===== src/rtl/rgb_pwm_ctrl.sv =====
// Three-channel RGB PWM controller with a prescaled period counter, an
// OFF/RUN/DRAIN run-state machine and a single-entry duty write slot whose
// contents are applied only at a period wrap while running (glitch-free update).
module rgb_pwm_ctrl #(
   parameter int unsigned CtrWidth = 8,
   parameter int unsigned PreWidth = 16
) (
   input  logic                clk_sys_i,
   input  logic                rst_sys_ni,
   input  logic                enable_i,
   input  logic [PreWidth-1:0] prescale_i,
   input  logic                cfg_valid_i,
   output logic                cfg_ready_o,
   input  logic [1:0]          cfg_ch_i,
   input  logic [CtrWidth-1:0] cfg_duty_i,
   output logic [2:0]          pwm_o,
   output logic                period_o,
   output logic                busy_o
);

   typedef enum logic [1:0] {StOff, StRun, StDrain} state_e;

   localparam logic [CtrWidth-1:0] CtrMax = '1;

   state_e                    state_q, state_d;
   logic [CtrWidth-1:0]       ctr_q, ctr_d;
   logic [PreWidth-1:0]       pre_cnt_q, pre_cnt_d;
   logic [PreWidth-1:0]       pre_lat_q, pre_lat_d;
   logic [2:0][CtrWidth-1:0]  duty_q, duty_d;
   logic                      slot_full_q, slot_full_d;
   logic [1:0]                slot_ch_q, slot_ch_d;
   logic [CtrWidth-1:0]       slot_duty_q, slot_duty_d;
   logic [2:0]                pwm_q, pwm_d;
   logic                      period_q, period_d;

   logic active, tick, wrap, accept, apply;

   // Next-state logic: run FSM, prescaler/counter, duty slot and output compare.
   always_comb begin
      state_d     = state_q;
      ctr_d       = ctr_q;
      pre_cnt_d   = pre_cnt_q;
      pre_lat_d   = pre_lat_q;
      duty_d      = duty_q;
      slot_full_d = slot_full_q;
      slot_ch_d   = slot_ch_q;
      slot_duty_d = slot_duty_q;
      pwm_d       = '0;

      active = (state_q != StOff);
      tick   = active && (pre_cnt_q == '0);
      wrap   = tick && (ctr_q == CtrMax);
      accept = cfg_valid_i && !slot_full_q;
      // While running, the slot only lands at a wrap so a period never sees a duty change.
      apply  = slot_full_q && (!active || wrap);

      period_d = wrap;

      unique case (state_q)
         StOff: begin
            // Keep tracking prescale_i so the value present on entry is the one used.
            pre_lat_d = prescale_i;
            pre_cnt_d = prescale_i;
            ctr_d     = '0;
            if (enable_i) state_d = StRun;
         end
         StRun, StDrain: begin
            if (tick) begin
               pre_cnt_d = pre_lat_q;
               ctr_d     = ctr_q + 1'b1;
            end else begin
               pre_cnt_d = pre_cnt_q - 1'b1;
            end
            for (int c = 0; c < 3; c++) pwm_d[c] = (ctr_q < duty_q[c]);
            if (enable_i)               state_d = StRun;
            else if (state_q == StRun)  state_d = StDrain;
            else if (wrap)              state_d = StOff;
         end
         default: state_d = StOff;
      endcase

      if (apply) begin
         slot_full_d = 1'b0;
         // Channel 3 matches no index and is silently dropped.
         for (int c = 0; c < 3; c++) begin
            if (slot_ch_q == 2'(c)) duty_d[c] = slot_duty_q;
         end
      end
      if (accept) begin
         slot_full_d = 1'b1;
         slot_ch_d   = cfg_ch_i;
         slot_duty_d = cfg_duty_i;
      end
   end

   // State registers with asynchronous active-low reset.
   always_ff @(posedge clk_sys_i or negedge rst_sys_ni) begin
      if (!rst_sys_ni) begin
         state_q     <= StOff;
         ctr_q       <= '0;
         pre_cnt_q   <= '0;
         pre_lat_q   <= '0;
         duty_q      <= '0;
         slot_full_q <= 1'b0;
         slot_ch_q   <= '0;
         slot_duty_q <= '0;
         pwm_q       <= '0;
         period_q    <= 1'b0;
      end else begin
         state_q     <= state_d;
         ctr_q       <= ctr_d;
         pre_cnt_q   <= pre_cnt_d;
         pre_lat_q   <= pre_lat_d;
         duty_q      <= duty_d;
         slot_full_q <= slot_full_d;
         slot_ch_q   <= slot_ch_d;
         slot_duty_q <= slot_duty_d;
         pwm_q       <= pwm_d;
         period_q    <= period_d;
      end
   end

   assign cfg_ready_o = !slot_full_q;
   assign pwm_o       = pwm_q;
   assign period_o    = period_q;
   assign busy_o      = (state_q != StOff);

endmodule

===== config.mk =====
export PLATFORM = sky130hd
export DESIGN_NAME = rgb_pwm_ctrl
export DESIGN_NICKNAME = d
export VERILOG_FILES = /design/src/rtl/rgb_pwm_ctrl.sv
export SDC_FILE = /design/constraint.sdc
export NUM_CORES = 1
export LEC_CHECK = 0
export ABC_AREA = 0
export CAP_MARGIN = 20
export CORE_AREA = 4 4 101 103
export CTS_BUF_LIST = sky130_fd_sc_hd__clkbuf_2 sky130_fd_sc_hd__clkbuf_4 sky130_fd_sc_hd__clkbuf_8
export DETAILED_ROUTE_END_ITERATION = 16
export DIE_AREA = 0 0 105 107
export PLACE_DENSITY = 0.7
export REMOVE_ABC_BUFFERS = 1
export SKIP_LAST_GASP = 1
export SYNTH_ARGS = -nofsm -noshare
export SYNTH_HDL_FRONTEND = slang
export SYNTH_SLANG_ARGS = --single-unit

===== constraint.sdc =====
create_clock -name clk_sys_i -period 2.4 [get_ports clk_sys_i]
set_input_delay 0.48 -clock clk_sys_i [delete_from_list [all_inputs] [get_ports clk_sys_i]]
set_output_delay 0.48 -clock clk_sys_i [all_outputs]
set_load 0.1 [all_outputs]

==> Yosys cells after proc, flatten, opt, wreduce, memory -nomap -nowiden <==
Cells that the tools add are included.
{ "word_totals": {"regBits": 81, "in_bits": 30, "output_inout_bits": 6, "word_cells": 56} }
{ "classes": {"add_sub_neg": 2, "n_lt_le_gt_ge": 3, "n_eq_ne": 8, "mux": 12, "n_reduce_logical": 19} }
{ "op_table": {"columns": ["cell", "count"], "rows": [
  ["$pmux W16 S2", 1],
  ["$lt A8 B8 Y1", 3],
  ["$logic_not A16 Y1", 1],
  ["$mux W16", 1],
  ["$pmux W8 S2", 1],
  ["$sub A16 B1 Y16 const B", 1],
  ["$reduce_and A2 Y1", 5],
  ["$add A8 B1 Y8 const B", 1],
  ["$eq A8 B8 Y1 const B", 1],
  ["$mux W2", 4],
  ["$mux W8", 1],
  ["$reduce_bool A2 Y1", 3],
  ["$eq A2 B1 Y1 const B", 2],
  ["$eq A2 B2 Y1 const B", 2],
  ["$logic_and A1 B1 Y1", 4],
  ["$logic_not A2 Y1", 2],
  ["$ne A2 B2 Y1 const B", 2],
  ["$ne A4 B4 Y1 const B", 1],
  ["$pmux W2 S2", 1],
  ["$mux W3", 1],
  ["$logic_not A1 Y1", 2],
  ["$mux W1", 2],
  ["$reduce_or A2 Y1", 1],
  ["$logic_or A1 B1 Y1", 1]
]} }

==> Depth between registers and ports, before layout <==
Gate-level depths: netlist of the first run.
{ "logic_depth": {"depth_word": 7, "mapped_depth": 9, "mapped_depth_nobuf": 7} }

==> Least setup slack after synthesis of the first run <==
OpenSTA, ideal clock, no wires.
{ "synth_timing": {"kind": "register to output", "startpoint": "register state_q[0]", "endpoint": "output port busy_o", "arrival_time_ns": 1.806, "t_required_ns": 1.920, "setup_slack_ns": 0.114, "stages_incl_launch_ff": 6, "n_path_buf": 2, "path_cell_list": "dfrtp_1 -> inv_1 -> ha_1 -> buf_1 -> clkbuf_1 -> inv_1"} }
{ "synth_via": {"elab_chain_cells": 1} }
{ "synth_lines": {"columns": ["element", "line_no", "text"], "rows": [
  ["start: declaration", "25", "state_e state_q, state_d;"],
  ["start signal: assignment", "99", "state_q <= StOff;"],
  ["start signal: assignment", "110", "state_q <= state_d;"],
  ["$reduce_bool A2 Y1", "126", "assign busy_o = (state_q != StOff);"],
  ["end: declaration", "18", "output logic busy_o"]
]} }
Every way passes these cells.

==> Final worst setup path of the first run <==
{ "layout_timing": {"startpoint": "register pre_cnt_q[1]", "endpoint": "register duty_q[14] (netlist name)"} }
{ "layout_via": {"elab_chain_cells": 6} }
{ "layout_lines": {"columns": ["element", "line_no", "text"], "rows": [
  ["start: declaration", "27", "logic [PreWidth-1:0] pre_cnt_q, pre_cnt_d;"],
  ["start signal: assignment", "112", "pre_cnt_q <= pre_cnt_d;"],
  ["$logic_not A16 Y1", "51", "tick = active && (pre_cnt_q == '0);"],
  ["$logic_and A1 B1 Y1", "51", null],
  ["$logic_and A1 B1 Y1", "52", "wrap = tick && (ctr_q == CtrMax);"],
  ["$logic_or A1 B1 Y1", "55", "apply = slot_full_q && (!active || wrap);"],
  ["$logic_and A1 B1 Y1", "55", null],
  ["$reduce_and A2 Y1 (no line)", null, null],
  ["end signal: assignment", "114", "duty_q <= duty_d;"],
  ["end: declaration", "29", "logic [2:0][CtrWidth-1:0] duty_q, duty_d;"]
]} }
Every way passes these cells.
A chain may end at the register's enable or synchronous reset.

==> results of run 1 <==
critical path: stages (launching register included):
cell,delay [ns]
dfrtp_1,0.47
inv_1,0.13
ha_1,0.15
nor3b_1,0.23
and4_1,0.27
a41o_2,0.32
nand4b_4,0.20
mux2_1,0.36
where the power goes:
group | total, mW | internal (mW) | switching, mW
clock | 1.26 | 0.723 | 0.532
combinational | 3.35 | 1.45 | 1.89
sequential | 2.55 | 2.00 | 0.543
total | 7.15 | 4.18 | 2.97
logic make-up (layout without fill, tap and decap cells):
family / after synthesis / count (layout) / share of synthesized area [%]
fa+ha+maj: 28 / 28 / 7.95
xor+xnor: 15 / 15 / 2.98
buf+inv: 47 / 104 / 4.06
simple gates: 100 / 100 / 13.0
compound gates: 80 / 80 / 11.9
flops: 81 / 81 / 46.0
mux: 56 / 56 / 14.1
state kept, by name (all words and copies together) (netlist names):
register and cells:
pre_lat_q 16, state_q 2, slot_duty_q 8, pre_cnt_q 16, duty_q 24, pwm_o 3
slot_ch_q 2, period_o 1, ctr_q 8, slot_full_q 1
final cells by class:
| type | count | area [um2] | area share (%) |
|---|---|---|---|
| clock buffer | 10 | 138 | 2.63 |
| clock inverter | 6 | 115 | 2.20 |
| tap | 111 | 139 | 2.65 |
| sequential | 81 | 2030 | 38.7 |
| inverter | 33 | 124 | 2.36 |
| timing repair buffer | 55 | 495 | 9.45 |
| multi-input combinational | 279 | 2200 | 42.1 |
cell usage after synthesis, types with 3 or more instances:
cell	number	area, um2
nand2_1	22	82.6
nor2b_1	5	31.3
a22oi_1	11	82.6
o31ai_1	3	22.5
a22o_1	4	35.0
buf_1	3	11.3
clkbuf_1	9	33.8
nand3_1	13	65.1
or3_1	3	18.8
nand2b_1	3	18.8
mux2_2	48	541
a21oi_1	12	60.1
mux2i_1	7	70.1
a21o_1	5	37.5
inv_1	33	124
nor3_1	8	40.0
a31oi_1	5	31.3
nor4_1	3	18.8
nand4_1	8	50.1
nor2_1	19	71.3
xnor2_1	13	114
ha_1	28	350
o21ai_0	23	115
dfrtp_1	81	2030
worst paths after layout:
path	end	depth (start not counted)	startpoint	slack, ns
max	duty_q[14]$_DFFE_PN0P_	7	pre_cnt_q[1]$_DFFE_PN0P_	0.14
min	pre_cnt_q[10]$_DFFE_PN0P_	1	rst_sys_ni	0.11
max reg2reg	duty_q[14]$_DFFE_PN0P_	7	pre_cnt_q[1]$_DFFE_PN0P_	0.14
min reg2reg	duty_q[6]$_DFFE_PN0P_	1	duty_q[6]$_DFFE_PN0P_	0.51
max in group asynchronous	pwm_o[1]$_DFF_PN0_	2	rst_sys_ni	1.65
min in group clk_sys_i	duty_q[6]$_DFFE_PN0P_	1	duty_q[6]$_DFFE_PN0P_	0.51
metal layers:
metal / vias to the layer above / global-route usage [%]
met5: - / 0
met4: 0 / 4.87
met3: 12 / 3.49
met2: 63 / 33.8
met1: 1609 / 22.9
li1: 1576 / -
through the flow:
step	setup TNS, ns	std cells
2_1_floorplan	-6.04	393
3_3_place_gp	0	559
3_5_place_dp	0	559
4_1_cts	0	575
5_1_grt	0	575
6_report	0	575
==> out/results.ini, run 1 <==
[outcome]
status = finished, final reports clean

[synth]
syn_avg_cell_area_um2 = 10.8
ys_seq_area_share_pct = 46.0
syn_inst = 407
synth-edff-count = 0
ys_ff_latch = 81
async_flop_share_pct = 100
ys.flop_type = dfrtp_1
netlist_area_um2 = 4400
yosysUniqueCellTypes = 51
yosysWarnings = 0

[cells_and_area]
fillCellCount = 795
final_core_util_pct = 57.0
layout.cells.most_common = dfrtp_1
antenna_cells = 0
stdcell_area_um2 = 5240
layout_common_cells = 81 x dfrtp_1, 48 x mux2_2, 33 x inv_1
drive_gt1_share_pct = 21.3
syn_to_final_growth_pct = 19.0
nets = 517

[clock_network]
post_cts_buffers = 0
insertion_delay_ns = 0.36
root_buffer = clkbuf_8
clock_sinks = 81
postCtsResizedCells = 0
tritoncts = done
cts_buffers = 9
htreeDepth = 3
clock_path_buffers = 2
clk_pin_slew_worst_paths_ns = 0.09
hold_buffers = 0

[critical_path]
crit_path_max_fanout = 8
critPathLaunchType = flip-flop
arrival_ns = 2.49
cp-end-kind = flip-flop
path_class = reg -> reg
worstPathRequired_ns = 2.64

[floorplanning]
ios = 36
start_util_pct = 47.9
core_um2 = 9200
num_rows = 35
die-area_um2 = 11200
die_height_um = 107
fp.dieW_um = 105

[timing]
fin_ws_ns = 0.144
rsz0062_at_grt = no
finalMaxSlewViolations = 0
fin_crit_sh_pct = 94.0
fmax_mhz = 443
hold_viol = 0
tightestPinTransition_ns = 0.641
hold-worst-slack_ns = 0.112
relSlewSlack_pct = 56.7
setup_viol = 0
min_period_ns = 2.26
clock_skew_ns = 0.0137

[routing]
vias = 3260
wl_um = 9940
wl_met3_um = 351
met2WireLength_um = 5210
highest_layer = met4
drtIter0Drc = 138
drtPass1Iterations = 4
detail-route-antenna-nets = 0
met1_length_um = 4260
wire_per_inst_um = 17.3
drt_drc_violations_left = 0
drt-vias-per-instance = 5.67

[global_routing]
grt_max_degree = 45
grt_usage_pct = 18.7
grt_pass1_wl_um = 16900
gr-total-overflow = 0
grt_pass1_vias = 3435
antenna_found_initial = 0

[place]
gp_congestion = 0.851
dp_hpwl_um = 7210
placedInstanceArea_um2 = 4990
pre_cts_ws_ns = 0.182
portBuffers = 35

[job]
maxCapViolCount = 0

[power]
power_mw = 7.15
p_per_area_nw_per_um2 = 1360
peakVddDrop_uv = 897
cellLeakagePower_nw = 2.37

[worst_hold_path]
hp-class = in -> async

Power figures use the tool's default switching activity.
==> inputs of run 2 (changes only) <==
Settings changed: CORE_AREA 4 4 101 103 to 4 4 86 121, CTS_CLUSTER_DIAMETER from default to 200, DIE_AREA 0 0 105 107 to 0 0 90 125, PLACE_DENSITY 0.7 to 0.69.
==> out/results.ini, run 2 (synthesized netlist as in run 1, its figures left out) <==
[critical_path]
crit_path_max_incr_delay_ns = 0.45  ; -0.02 ns
reg2reg_from = pre_cnt_q[1]$_DFFE_PN0P_
worstPathRequired_ns = 2.63  ; about the same
cp_top_family = simple AND/OR/NAND/NOR gates
path_class = reg -> reg
cp-end-kind = flip-flop
arrival_ns = 2.41  ; -0.08 ns
crit_chain = inv_1 > ha_1 > nor3b_1 > and4_1 > a41o_2 > nand4b_4 > mux2_1
critPathLaunchType = flip-flop
crit_path_max_fanout = 8  ; unchanged
critPathSlowestCell = dfrtp_1
startpoint = pre_cnt_q[1]$_DFFE_PN0P_
r2r_cells = 7  ; unchanged
worst-path-buf-inv = 1  ; unchanged
critical_path_depth = 7  ; unchanged

[cells_and_area]
antenna_cells = 0  ; unchanged
largest_reg_flops = 24  ; unchanged
reg_top3 = duty_q: 24 flops, pre_cnt_q: 16 flops, pre_lat_q: 16 flops
layout_common_cells = 81 x dfrtp_1, 48 x mux2_2, 33 x inv_1
layout.cells.most_common = dfrtp_1
register_area_um2 = 2030  ; unchanged
fillCellCount = 792  ; -0.38%
multi_input_area_um2 = 2210  ; +0.34%
regMostFlops = duty_q
syn_to_final_growth_pct = 18.8
drive_gt1_share_pct = 21.6  ; +0.22 points
nets = 518  ; +0.19%

[routing]
drtIter0Drc = 169  ; +22%
drt_drc_violations_left = 0  ; unchanged
drtPass1Iterations = 4  ; unchanged
wire_per_inst_um = 17.2  ; -0.58%
detail-route-antenna-nets = 0  ; unchanged
drt-vias-per-instance = 5.79  ; +2.0%
wl_um = 9870  ; -0.75%
vias = 3321  ; +1.9%

[clock_network]
tritoncts = done
hold_buffers = 0  ; unchanged
clock_sinks = 81  ; unchanged
cts_buffers = 9  ; unchanged
root_buffer = clkbuf_8
clk_pin_slew_worst_paths_ns = 0.08  ; about the same
clock_path_buffers = 2  ; unchanged
insertion_delay_ns = 0.35  ; about the same
htreeDepth = 3  ; unchanged

[global_routing]
grt_max_degree = 49  ; +8.9%
grt_pass1_vias = 3410  ; -0.73%
gr-total-overflow = 0  ; unchanged
grt_usage_pct = 18.1  ; -0.59 points
grt_pass1_wl_um = 16600  ; -1.9%
antenna_found_initial = 0  ; unchanged

[timing]
setup_tns_ns = 0  ; unchanged
fin_crit_sh_pct = 91.0  ; -3.0 points
rsz0062_at_grt = no
hold_viol = 0  ; unchanged
tightestPinTransition_ns = 0.601  ; -0.0397 ns
min_period_ns = 2.18  ; -0.0728 ns
fin_ws_ns = 0.216  ; +0.0728 ns
fmax_mhz = 458  ; +3.3%
clock_skew_ns = 0.00661  ; -0.00711 ns
finalMaxSlewViolations = 0  ; unchanged
relSlewSlack_pct = 59.8  ; +3.0 points
setup_viol = 0  ; unchanged

[floorplanning]
core_um2 = 9300  ; +1.1%
die_height_um = 125  ; +17%
ios = 36  ; unchanged
die-area_um2 = 11300  ; +0.13%
num_rows = 42  ; +20%
fp.dieW_um = 90  ; -14%
start_util_pct = 47.4  ; -0.54 points

[place]
portBuffers = 35  ; unchanged
gp_congestion = 0.877  ; +3.1%
pre_cts_ws_ns = 0.174  ; -0.00825 ns
dp_hpwl_um = 7330  ; +1.7%

[power]
internal_power_mw = 4.08  ; -2.3%
sequentialPowerShare_pct = 37.0  ; +1.4 points
pwr-share-comb_pct = 47.2  ; +0.4 points
peakVddDrop_uv = 798  ; -11%
p_sw_share_pct = 41.4  ; -0.16 points
cellLeakagePower_nw = 2.37  ; +0.14%
p_per_area_nw_per_um2 = 1330  ; -2.4%
power.switching_mw = 2.88  ; -3.0%
clkPwrFrac_pct = 15.8  ; -1.8 points

[job]
maxCapViolCount = 0  ; unchanged

[worst_hold_path]
hp-class = in -> async

[outcome]
status = finished, final reports clean

## run 2: final timing paths
kind	to	slack (ns)
worst min-delay path	pre_cnt_q[4]$_DFFE_PN0P_	0.07
worst min register to register	duty_q[14]$_DFFE_PN0P_	0.50
worst max-delay path	duty_q[14]$_DFFE_PN0P_	0.22
min in group clk_sys_i	duty_q[14]$_DFFE_PN0P_	0.50
max in group asynchronous	slot_duty_q[7]$_DFFE_PN0P_	1.73
worst max register to register	duty_q[14]$_DFFE_PN0P_	0.22
## run 2: what timing repair did
item	4_1_cts	5_1_grt
endpoints found under the hold margin	0	0
setup buffers	0	0
resized for setup	0	2
setup endpoints to repair	0	5
## run 2: metal layers
layer | up-vias | track usage (%) | part of all wire [%]
met5 | - | 0 | 0
met1 | 1636 | 20.9 | 41
met4 | 0 | 8.75 | 2.8
met2 | 96 | 32.1 | 52
met3 | 21 | 3.49 | 4.3
li1 | 1568 | - | -
## run 2: through the flow
step                      hold slack [ns]  cells  cell area [um2]  total power, mW  util [%]
final                              0.0674    574             5230             6.96      56.3
after global routing               0.0818    574             5230             7.49      56.3
after CTS                          0.0684    574             5230             7.03      56.2
after detailed placement            0.457    559             5010             5.90      53.8
after global placement              0.449    559             5010             5.77      53.8
after floorplan                     0.184    393             4350             4.81         -
## run 2: worst register-to-register path, stage by stage (launching register included)
cell	delay, ns
dfrtp_1	0.45
inv_1	0.13
ha_1	0.15
nor3b_1	0.23
and4_1	0.25
a41o_2	0.32
nand4b_4	0.20
mux2_1	0.35
## run 2: power by group through the flow
stage          sequential, mW  clock (mW)  combinational (mW)
2_1_floorplan            2.58           0                2.23
3_3_place_gp             2.57           0                3.20
3_5_place_dp             2.60           0                3.30
4_1_cts                  2.58        1.13                3.31
5_1_grt                  2.66        1.19                3.64
6_report                 2.58        1.10                3.29
## run 2: layout make-up
cell class,count,area share [%]
Multi-Input combinational cell,279,42.3
Sequential cell,81,38.7
Timing Repair Buffer,56,9.85
Clock buffer,12,2.92
Tap cell,110,2.63
Inverter,33,2.37
Clock inverter,3,1.24
==> inputs of run 3 (changes only) <==
Settings changed: SETUP_SLACK_MARGIN from default to 0.05.
==> results of run 3 <==
No change in the layout: final DEF, timing and power equal those of run 2.
